`config.mk`:
```
export PLATFORM = sky130hd
export DESIGN_NAME = mmio_initiator
export DESIGN_NICKNAME = d
export VERILOG_FILES = /design/src/rtl/mmio_initiator.sv
export SDC_FILE = /design/constraint.sdc
export NUM_CORES = 1
export LEC_CHECK = 0
export ABC_AREA = 1
export CAP_MARGIN = 20
export CORE_ASPECT_RATIO = 2
export CORE_MARGIN = 2
export CORE_UTILIZATION = 42
export CTS_CLUSTER_SIZE = 24
export DETAILED_ROUTE_END_ITERATION = 8
export GPL_TIMING_DRIVEN = 0
export PLACE_DENSITY = 0.81
export RECOVER_POWER = 25
export SLEW_MARGIN = 20
export SYNTH_ARGS = -nofsm -noshare
export SYNTH_HDL_FRONTEND = slang
export SYNTH_SLANG_ARGS = --single-unit
```
`constraint.sdc`:
```
create_clock -name ACLK -period 2.2 [get_ports ACLK]
set_input_delay 0.22 -clock ACLK [delete_from_list [all_inputs] [get_ports ACLK]]
set_output_delay 0.22 -clock ACLK [all_outputs]
set_load 0.02 [all_outputs]
```
`src/rtl/mmio_initiator.sv`:
```
// LSU-to-peripheral strobe bus initiator: one outstanding word load/store.
// Optional MMIO_POSTED_WRITE_EN: stores complete without a response.
module mmio_initiator #(
  parameter logic [31:0] BASEADDRESS  = 32'h8000_0000,
  parameter logic [31:0] NOREGISTERS  = 32'h0000_0002,
  parameter int unsigned READ_LATENCY = 1
) (
  input  logic        ACLK,
  input  logic        RESET,
  input  logic        REQ_VALID,
  output logic        REQ_READY,
  input  logic        REQ_WRITE,
  input  logic [31:0] REQ_ADDR,
  input  logic [31:0] REQ_WDATA,
  output logic        RSP_VALID,
  input  logic        RSP_READY,
  output logic [31:0] RSP_RDATA,
  output logic        RSP_ERROR,
  output logic [31:0] ADDR,
  output logic [31:0] DATA_O,
  input  logic [31:0] DATA_I,
  output logic        WRSTB,
  output logic        RDSTB
);

  typedef enum logic [1:0] {
    IDLE,
    STROBE,
    WAIT,
    RESP
  } state_t;

  localparam logic [3:0]  LAT = 4'(READ_LATENCY);
  localparam logic [32:0] LO  = {1'b0, BASEADDRESS};
  localparam logic [32:0] HI  = {1'b0, BASEADDRESS} + {1'b0, NOREGISTERS};

  state_t     state;
  logic       is_write;
  logic [3:0] cnt;
  logic       in_win;

  // 33-bit compare so the window end cannot wrap
  assign in_win = ({1'b0, REQ_ADDR} >= LO) && ({1'b0, REQ_ADDR} < HI);

  always_ff @(posedge ACLK) begin
    if (!RESET) begin
      state     <= IDLE;
      REQ_READY <= 1'b1;
      is_write  <= 1'b0;
      cnt       <= 4'd0;
      ADDR      <= 32'd0;
      DATA_O    <= 32'd0;
      RSP_RDATA <= 32'd0;
      RSP_ERROR <= 1'b0;
      RSP_VALID <= 1'b0;
      WRSTB     <= 1'b0;
      RDSTB     <= 1'b0;
    end else begin
      unique case (state)
        IDLE: begin
          if (REQ_VALID) begin
            is_write <= REQ_WRITE;
            if (in_win) begin
              ADDR <= REQ_ADDR;
              if (REQ_WRITE)
                DATA_O <= REQ_WDATA;
              WRSTB     <= REQ_WRITE;
              RDSTB     <= !REQ_WRITE;
              REQ_READY <= 1'b0;
              state     <= STROBE;
            end else begin
`ifdef MMIO_POSTED_WRITE_EN
              if (!REQ_WRITE) begin
                RSP_ERROR <= 1'b1;
                RSP_RDATA <= 32'd0;
                RSP_VALID <= 1'b1;
                REQ_READY <= 1'b0;
                state     <= RESP;
              end
`else
              RSP_ERROR <= 1'b1;
              RSP_RDATA <= 32'd0;
              RSP_VALID <= 1'b1;
              REQ_READY <= 1'b0;
              state     <= RESP;
`endif
            end
          end
        end
        STROBE: begin
          WRSTB <= 1'b0;
          RDSTB <= 1'b0;
          if (is_write) begin
`ifdef MMIO_POSTED_WRITE_EN
            REQ_READY <= 1'b1;
            state     <= IDLE;
`else
            RSP_ERROR <= 1'b0;
            RSP_RDATA <= 32'd0;
            RSP_VALID <= 1'b1;
            state     <= RESP;
`endif
          end else begin
            cnt   <= LAT;
            state <= WAIT;
          end
        end
        WAIT: begin
          cnt <= cnt - 4'd1;
          if (cnt == 4'd1) begin
            RSP_RDATA <= DATA_I;
            RSP_ERROR <= 1'b0;
            RSP_VALID <= 1'b1;
            state     <= RESP;
          end
        end
        RESP: begin
          if (RSP_READY) begin
            RSP_VALID <= 1'b0;
            REQ_READY <= 1'b1;
            state     <= IDLE;
          end
        end
        default: begin
          state     <= IDLE;
          REQ_READY <= 1'b1;
        end
      endcase
    end
  end

endmodule

```
==> results of run 1 <==
## final timing paths
path / startpoint / to / slack, ns / cells past startpoint
worst max-delay path: state[0] / RSP_RDATA[0] / 0.19 / 9
worst min-delay path: RESET / RSP_RDATA[24] / 0.29 / 3
worst max register to register: state[0] / RSP_RDATA[0] / 0.19 / 9
worst min register to register: ADDR[20] / ADDR[20] / 0.45 / 2
## repair_timing
item | 4_1_cts | 5_1_grt
gates resized for setup | 0 | 2
endpoints found under the setup margin | 0 | 43
hold endpoints to repair | 0 | 0
## kinds of logic after synthesis
family / after synthesis / synth area share [%]
adders and majority gates: 6 / 1.679
DFF: 108 / 48.36
and+or+nand+nor: 403 / 36.61
AOI/OAI and AO/OA: 18 / 2.239
buffers and inverters: 121 / 11.11
## worst min-delay path, cell delays in order
cell and delay [ns]:
clkbuf_1 0.21, nand2_1 0.13, nor2_1 0.03
## layer usage
| layer | vias to the layer above | wire, microns |
|---|---|---|
| met1 | 1975 | 4492 |
| met5 | - | 0 |
| met4 | 0 | 505 |
| met2 | 139 | 6842 |
| li1 | 2390 | - |
| met3 | 30 | 701 |
## through the flow
step	power (mW)	utilization, %
floorplan	3.861	-
finish	6.267	66.75
global route	6.696	66.75
global placement	4.702	63.81
CTS	6.374	66.70
detailed placement	4.744	63.81
## power by group through the flow
stage	logic (mW)	registers [mW]	clock network [mW]
final	2.34	2.32	1.60
after global routing	2.61	2.36	1.73
after CTS	2.39	2.33	1.66
after detailed placement	2.37	2.37	0
after global placement	2.34	2.37	0
after floorplan	1.26	2.60	0
## state kept, by name, indices dropped and copies added (netlist names)
| name | cells |
|---|---|
| RSP_ERROR | 1 |
| cnt | 4 |
| ADDR | 32 |
| WRSTB | 1 |
| state | 2 |
| is_write | 1 |
| RSP_VALID | 1 |
| RDSTB | 1 |
| DATA_O | 32 |
| RSP_RDATA | 32 |
| REQ_READY | 1 |
## layout make-up
cell class	instances	area (sq um)	area share, %
inverters	88	330.3	4.753
clock buffers	9	225.2	3.241
plain buffers	33	166.4	2.395
flip-flops and latches	108	2162	31.11
multi-input cells	427	1817	26.14
clock inverters	7	75.07	1.080
well taps	137	171.4	2.467
repair buffers	200	2002	28.81
## synthesized netlist by cell type (all sizes together)
master	count
nor4	1
nand3	69
a21oi	7
a31oi	1
buf	19
dfxtp	108
a41oi	1
nand2	161
nor2	167
o211ai	2
ha	6
inv	88
nor3	2
nand4	1
o21ai	7
clkbuf	14
or2	2
==> flow_summary.json, run 1 <==
{
  "outcome": "completed",
  "numCtsBuffers": 9,
  "timing.final.ws_setup_ns": 0.1929,
  "cts_sinks": 108,
  "switching_power_mw": 2.279,
  "cp-start-kind": "flip-flop",
  "place_inst": 993,
  "power_switching_share_pct": 36.37,
  "tightest_slew_ns": 0.5206,
  "avgSynthCellArea_sq_um": 6.815,
  "synthCells": 656,
  "grt_first_pass_wirelength_microns": 20720,
  "pre_cts_slack_ns": 0.04674,
  "area_growth_syn_to_layout_pct": 55.44,
  "final.period_utilization_pct": 91.23,
  "placement.io_buffers": 200,
  "nets": 974,
  "drt_iter0_drc": 103,
  "grt_overflow": 0,
  "hold_ws_ns": 0.2898,
  "cpLargestDelayFamily": "buffers and inverters",
  "dieArea_sq_um": 11540,
  "grt_pass1_vias": 4451,
  "num_vias": 4534,
  "grt_max_degree": 22,
  "ys_ff_latch": 108,
  "clock_path_buffers": 2,
  "hold_viol": 0,
  "syn_nets": 763,
  "cp.arrival_ns": 2.29,
  "yosysUniqueCellTypes": 22,
  "setup_tns_ns": 0,
  "final-setup-viol-count": 0,
  "busiest_layer": "met2",
  "combPwrFrac_pct": 37.4,
  "met1_usage_pct": 22.02,
  "yosysTopAreaCell": "dfxtp_1",
  "min_path_type": "in -> reg",
  "core_area_sq_um": 10410,
  "place.gp.congestion": 0.8294,
  "clkLatencyLatePin_ns": 0.34,
  "placed_area_sq_um": 6644,
  "hpwl_microns": 9900,
  "grt_use_total_pct": 22.53,
  "cts_tree": "yes",
  "dr.pass1.iters": 4,
  "clock_skew_ns": 0.008520,
  "drv_slew": 0,
  "cts-root-buf": "clkbuf_16",
  "final_cell_mix": "nor2_1 (165), nand2_1 (161), clkdlybuf4s50_1 (150)",
  "nFillCells": 922,
  "cts_max_level": 3,
  "routed_wl_microns": 12540,
  "synth_warnings": 0,
  "slowest_stage": "nor3_2",
  "start_util_pct": 42.94,
  "layoutNonFillerInstCount": 1009,
  "fp.dieH_microns": 149.9,
  "drive_above_1_share_pct": 5.046,
  "cp_num_buf_inv": 4,
  "io_pins": 202,
  "die_w_microns": 76.95,
  "yosysSeqAreaShare_pct": 48.36,
  "antenna_found_initial": 0,
  "relSlewSlack_pct": 65.30,
  "p_int_mw": 3.988,
  "cpPeakStageDelay_ns": 0.42,
  "globalRouteMet2Util_pct": 43.11,
  "crit_path_end_kind": "flip-flop",
  "holdBufCountCts": 0,
  "critical_path_class": "reg -> reg",
  "final_common_cell": "nor2_1",
  "use_met3_pct": 5.187,
  "p_seq_share_pct": 37.1,
  "route.detailed.drc": 0,
  "vias_per_cell": 4.494,
  "wire_per_inst_microns": 12.43,
  "critPathRequiredTime_ns": 2.49,
  "cts_setup_buffers": 0,
  "p_leak_nw": 3.459,
  "fmax_ghz": 0.4982,
  "diodes": 0,
  "min_period_ns": 2.007,
  "rsz0062_at_grt": "no",
  "p_per_area_nw_per_um2": 901.8,
  "clk_pin_slew_ns": 0.08,
  "detail-route-antenna-nets": 0,
  "finish.instance_area_sq_um": 6949,
  "synth_top_area_share_pct": 48.36,
  "synth.area.top_cells": "dfxtp_1 (48%), nor2_1 (14%), nand2_1 (14%), nand3_1 (7.6%), inv_1 (7.2%)",
  "crit_chain": "inv_1, ha_1, buf_2, inv_1, a31oi_1, nor3_2, buf_2, nor2_1, nor2_1",
  "max_cap_violations": 0,
  "p_clk_share_pct": 25.6,
  "num_rows": 53,
  "crit_fanout": 10,
  "peakVddDrop_mv": 0.9723,
  "syn-cell-area_sq_um": 4471
}
No activity file was read; power rests on OpenSTA's default activity.
==> inputs of run 2 (changes only) <==
Settings changed: CAP_MARGIN 20 to 40, TNS_END_PERCENT set to 20.
==> results of run 2 <==
Final layout, timing and power as in run 1 (identical DEF).
==> inputs of run 3 (changes only) <==
Settings changed: TNS_END_PERCENT 20 to unset.
Clock period 2.2 ns to 2 ns, I/O delays scaled along.
==> flow_summary.json, run 3 (synthesized netlist as in run 1, its figures left out) <==
{
  "cts_sinks": 108,
  "placement.io_buffers": 200,
  "hold_viol": 0,
  "p_leak_nw": 3.504,
  "nets": 979,
  "nFillCells": 894,
  "grt_overflow": 0,
  "crit_fanout": 10,
  "grt_max_degree": 22,
  "reg_top3": "ADDR x32, DATA_O x32, RSP_RDATA x32",
  "critPathRequiredTime_ns": 2.24,
  "die_w_microns": 76.95,
  "hpwl_microns": 9900,
  "num_rows": 53,
  "grt_use_total_pct": 22.59,
  "io_pins": 202,
  "clkLatencyLatePin_ns": 0.35,
  "rrSetupSlack_ns": 0.11,
  "max_cap_violations": 0,
  "critical_path_class": "reg -> reg",
  "peakVddDrop_mv": 1.053,
  "place_inst": 993,
  "drv_slew": 0,
  "drive_above_1_share_pct": 7.526,
  "cp.arrival_ns": 2.13,
  "grt_pass1_vias": 4465,
  "core_area_sq_um": 10410,
  "start_util_pct": 42.94,
  "place.gp.congestion": 0.8294,
  "num_vias": 4572,
  "final_cell_mix": "nand2_1 (159), nor2_1 (155), clkdlybuf4s50_1 (151)",
  "clock_skew_ns": 0.009557,
  "diodes": 0,
  "tightest_slew_ns": 0.5545,
  "min_path_type": "in -> reg",
  "wire_per_inst_microns": 12.57,
  "clk_pin_slew_ns": 0.08,
  "numCtsBuffers": 9,
  "vias_per_cell": 4.509,
  "grt_first_pass_wirelength_microns": 20780,
  "placed_area_sq_um": 6644,
  "cts_max_level": 3,
  "layoutNonFillerInstCount": 1014,
  "relSlewSlack_pct": 63.03,
  "outcome": "completed",
  "fp.dieH_microns": 149.9,
  "dieArea_sq_um": 11540,
  "cts-root-buf": "clkbuf_16",
  "final.period_utilization_pct": 94.28,
  "final-setup-viol-count": 0,
  "cts_tree": "yes",
  "crit_path_end_kind": "flip-flop",
  "clock_path_buffers": 2,
  "p_per_area_nw_per_um2": 1002,
  "min_period_ns": 1.886,
  "routed_wl_microns": 12740,
  "p_total_mw": 7.099,
  "drt_iter0_drc": 97,
  "detail-route-antenna-nets": 0,
  "fmax_ghz": 0.5303,
  "area_growth_syn_to_layout_pct": 58.55,
  "finish.instance_area_sq_um": 7088,
  "dr.pass1.iters": 4,
  "route.detailed.drc": 0,
  "holdBufCountCts": 0,
  "cp-start-kind": "flip-flop",
  "final_common_cell": "nand2_1",
  "antenna_found_initial": 0
}
run 3: cell count changes in the layout (fill, tap and decap cells not counted), moves of 4 or more:
| cell | before | now |
|---|---|---|
| buf_4 | 0 | 4 |
| nor2_1 | 165 | 155 |
| buf_2 | 16 | 11 |
| nor2_2 | 1 | 10 |
| buf_6 | 3 | 8 |
run 3: final cells by class:
cell class                      count  area (sq um)  area share (%)
Buffer                             33         190.2           2.683
Clock buffer                        9         225.2           3.177
Clock inverter                      7         75.07           1.059
Inverter                           88         335.3           4.731
Multi-Input combinational cell    427          1874           26.44
Sequential cell                   108          2170           30.61
Tap cell                          137         171.4           2.418
Timing Repair Buffer              205          2047           28.88
run 3: critical path: stages (launching register included):
cell     delay [ns]
dfxtp_4        0.38
inv_4          0.05
ha_1           0.21
inv_1          0.10
or2_2          0.14
nand3_1        0.17
nor2_4         0.24
buf_2          0.25
nand3_1        0.11
nand2_1        0.09
nor2_1         0.05
run 3: through the flow:
step	setup slack, ns	TNS, ns	utilization [%]	hold slack (ns)
2_1_floorplan	0.3433	0	-	0.3349
3_3_place_gp	-0.09141	-2.147	63.81	0.4410
3_5_place_dp	-0.1333	-3.478	63.81	0.4440
4_1_cts	-0.002939	-0.002939	66.79	0.2665
5_1_grt	-0.01291	-0.02665	68.08	0.3130
6_report	0.1144	0	68.08	0.2697
run 3: timing repair:
item	in CTS	in global routing
resized for setup	4	38
cloned	0	0
buffers inserted	0	6
pin swaps	2	4
endpoints found under the setup margin	73	96
run 3: worst paths after layout:
kind	depth (start not counted)	to	startpoint
hold reg to reg	2	ADDR[20]	ADDR[20]
setup reg to reg	10	RSP_RDATA[7]	state[1]
setup / recovery	10	RSP_RDATA[7]	state[1]
hold / removal	3	RSP_RDATA[24]	RESET
run 3: report_power, final:
| group | total [mW] | leakage, nW | switching (mW) | internal, mW |
|---|---|---|---|---|
| clock | 1.76 | 0.143 | 0.874 | 0.885 |
| combinational | 2.76 | 2.48 | 1.56 | 1.19 |
| sequential | 2.58 | 0.879 | 0.154 | 2.43 |
| total | 7.10 | 3.50 | 2.59 | 4.51 |
run 3: metal layers:
metal	track usage, %	share of wire [%]	up-vias
met3	5.187	5.6	31
met1	22.17	35	2002
met5	0	0	-
li1	-	-	2402
met2	43.16	55	137
met4	11.73	3.8	0
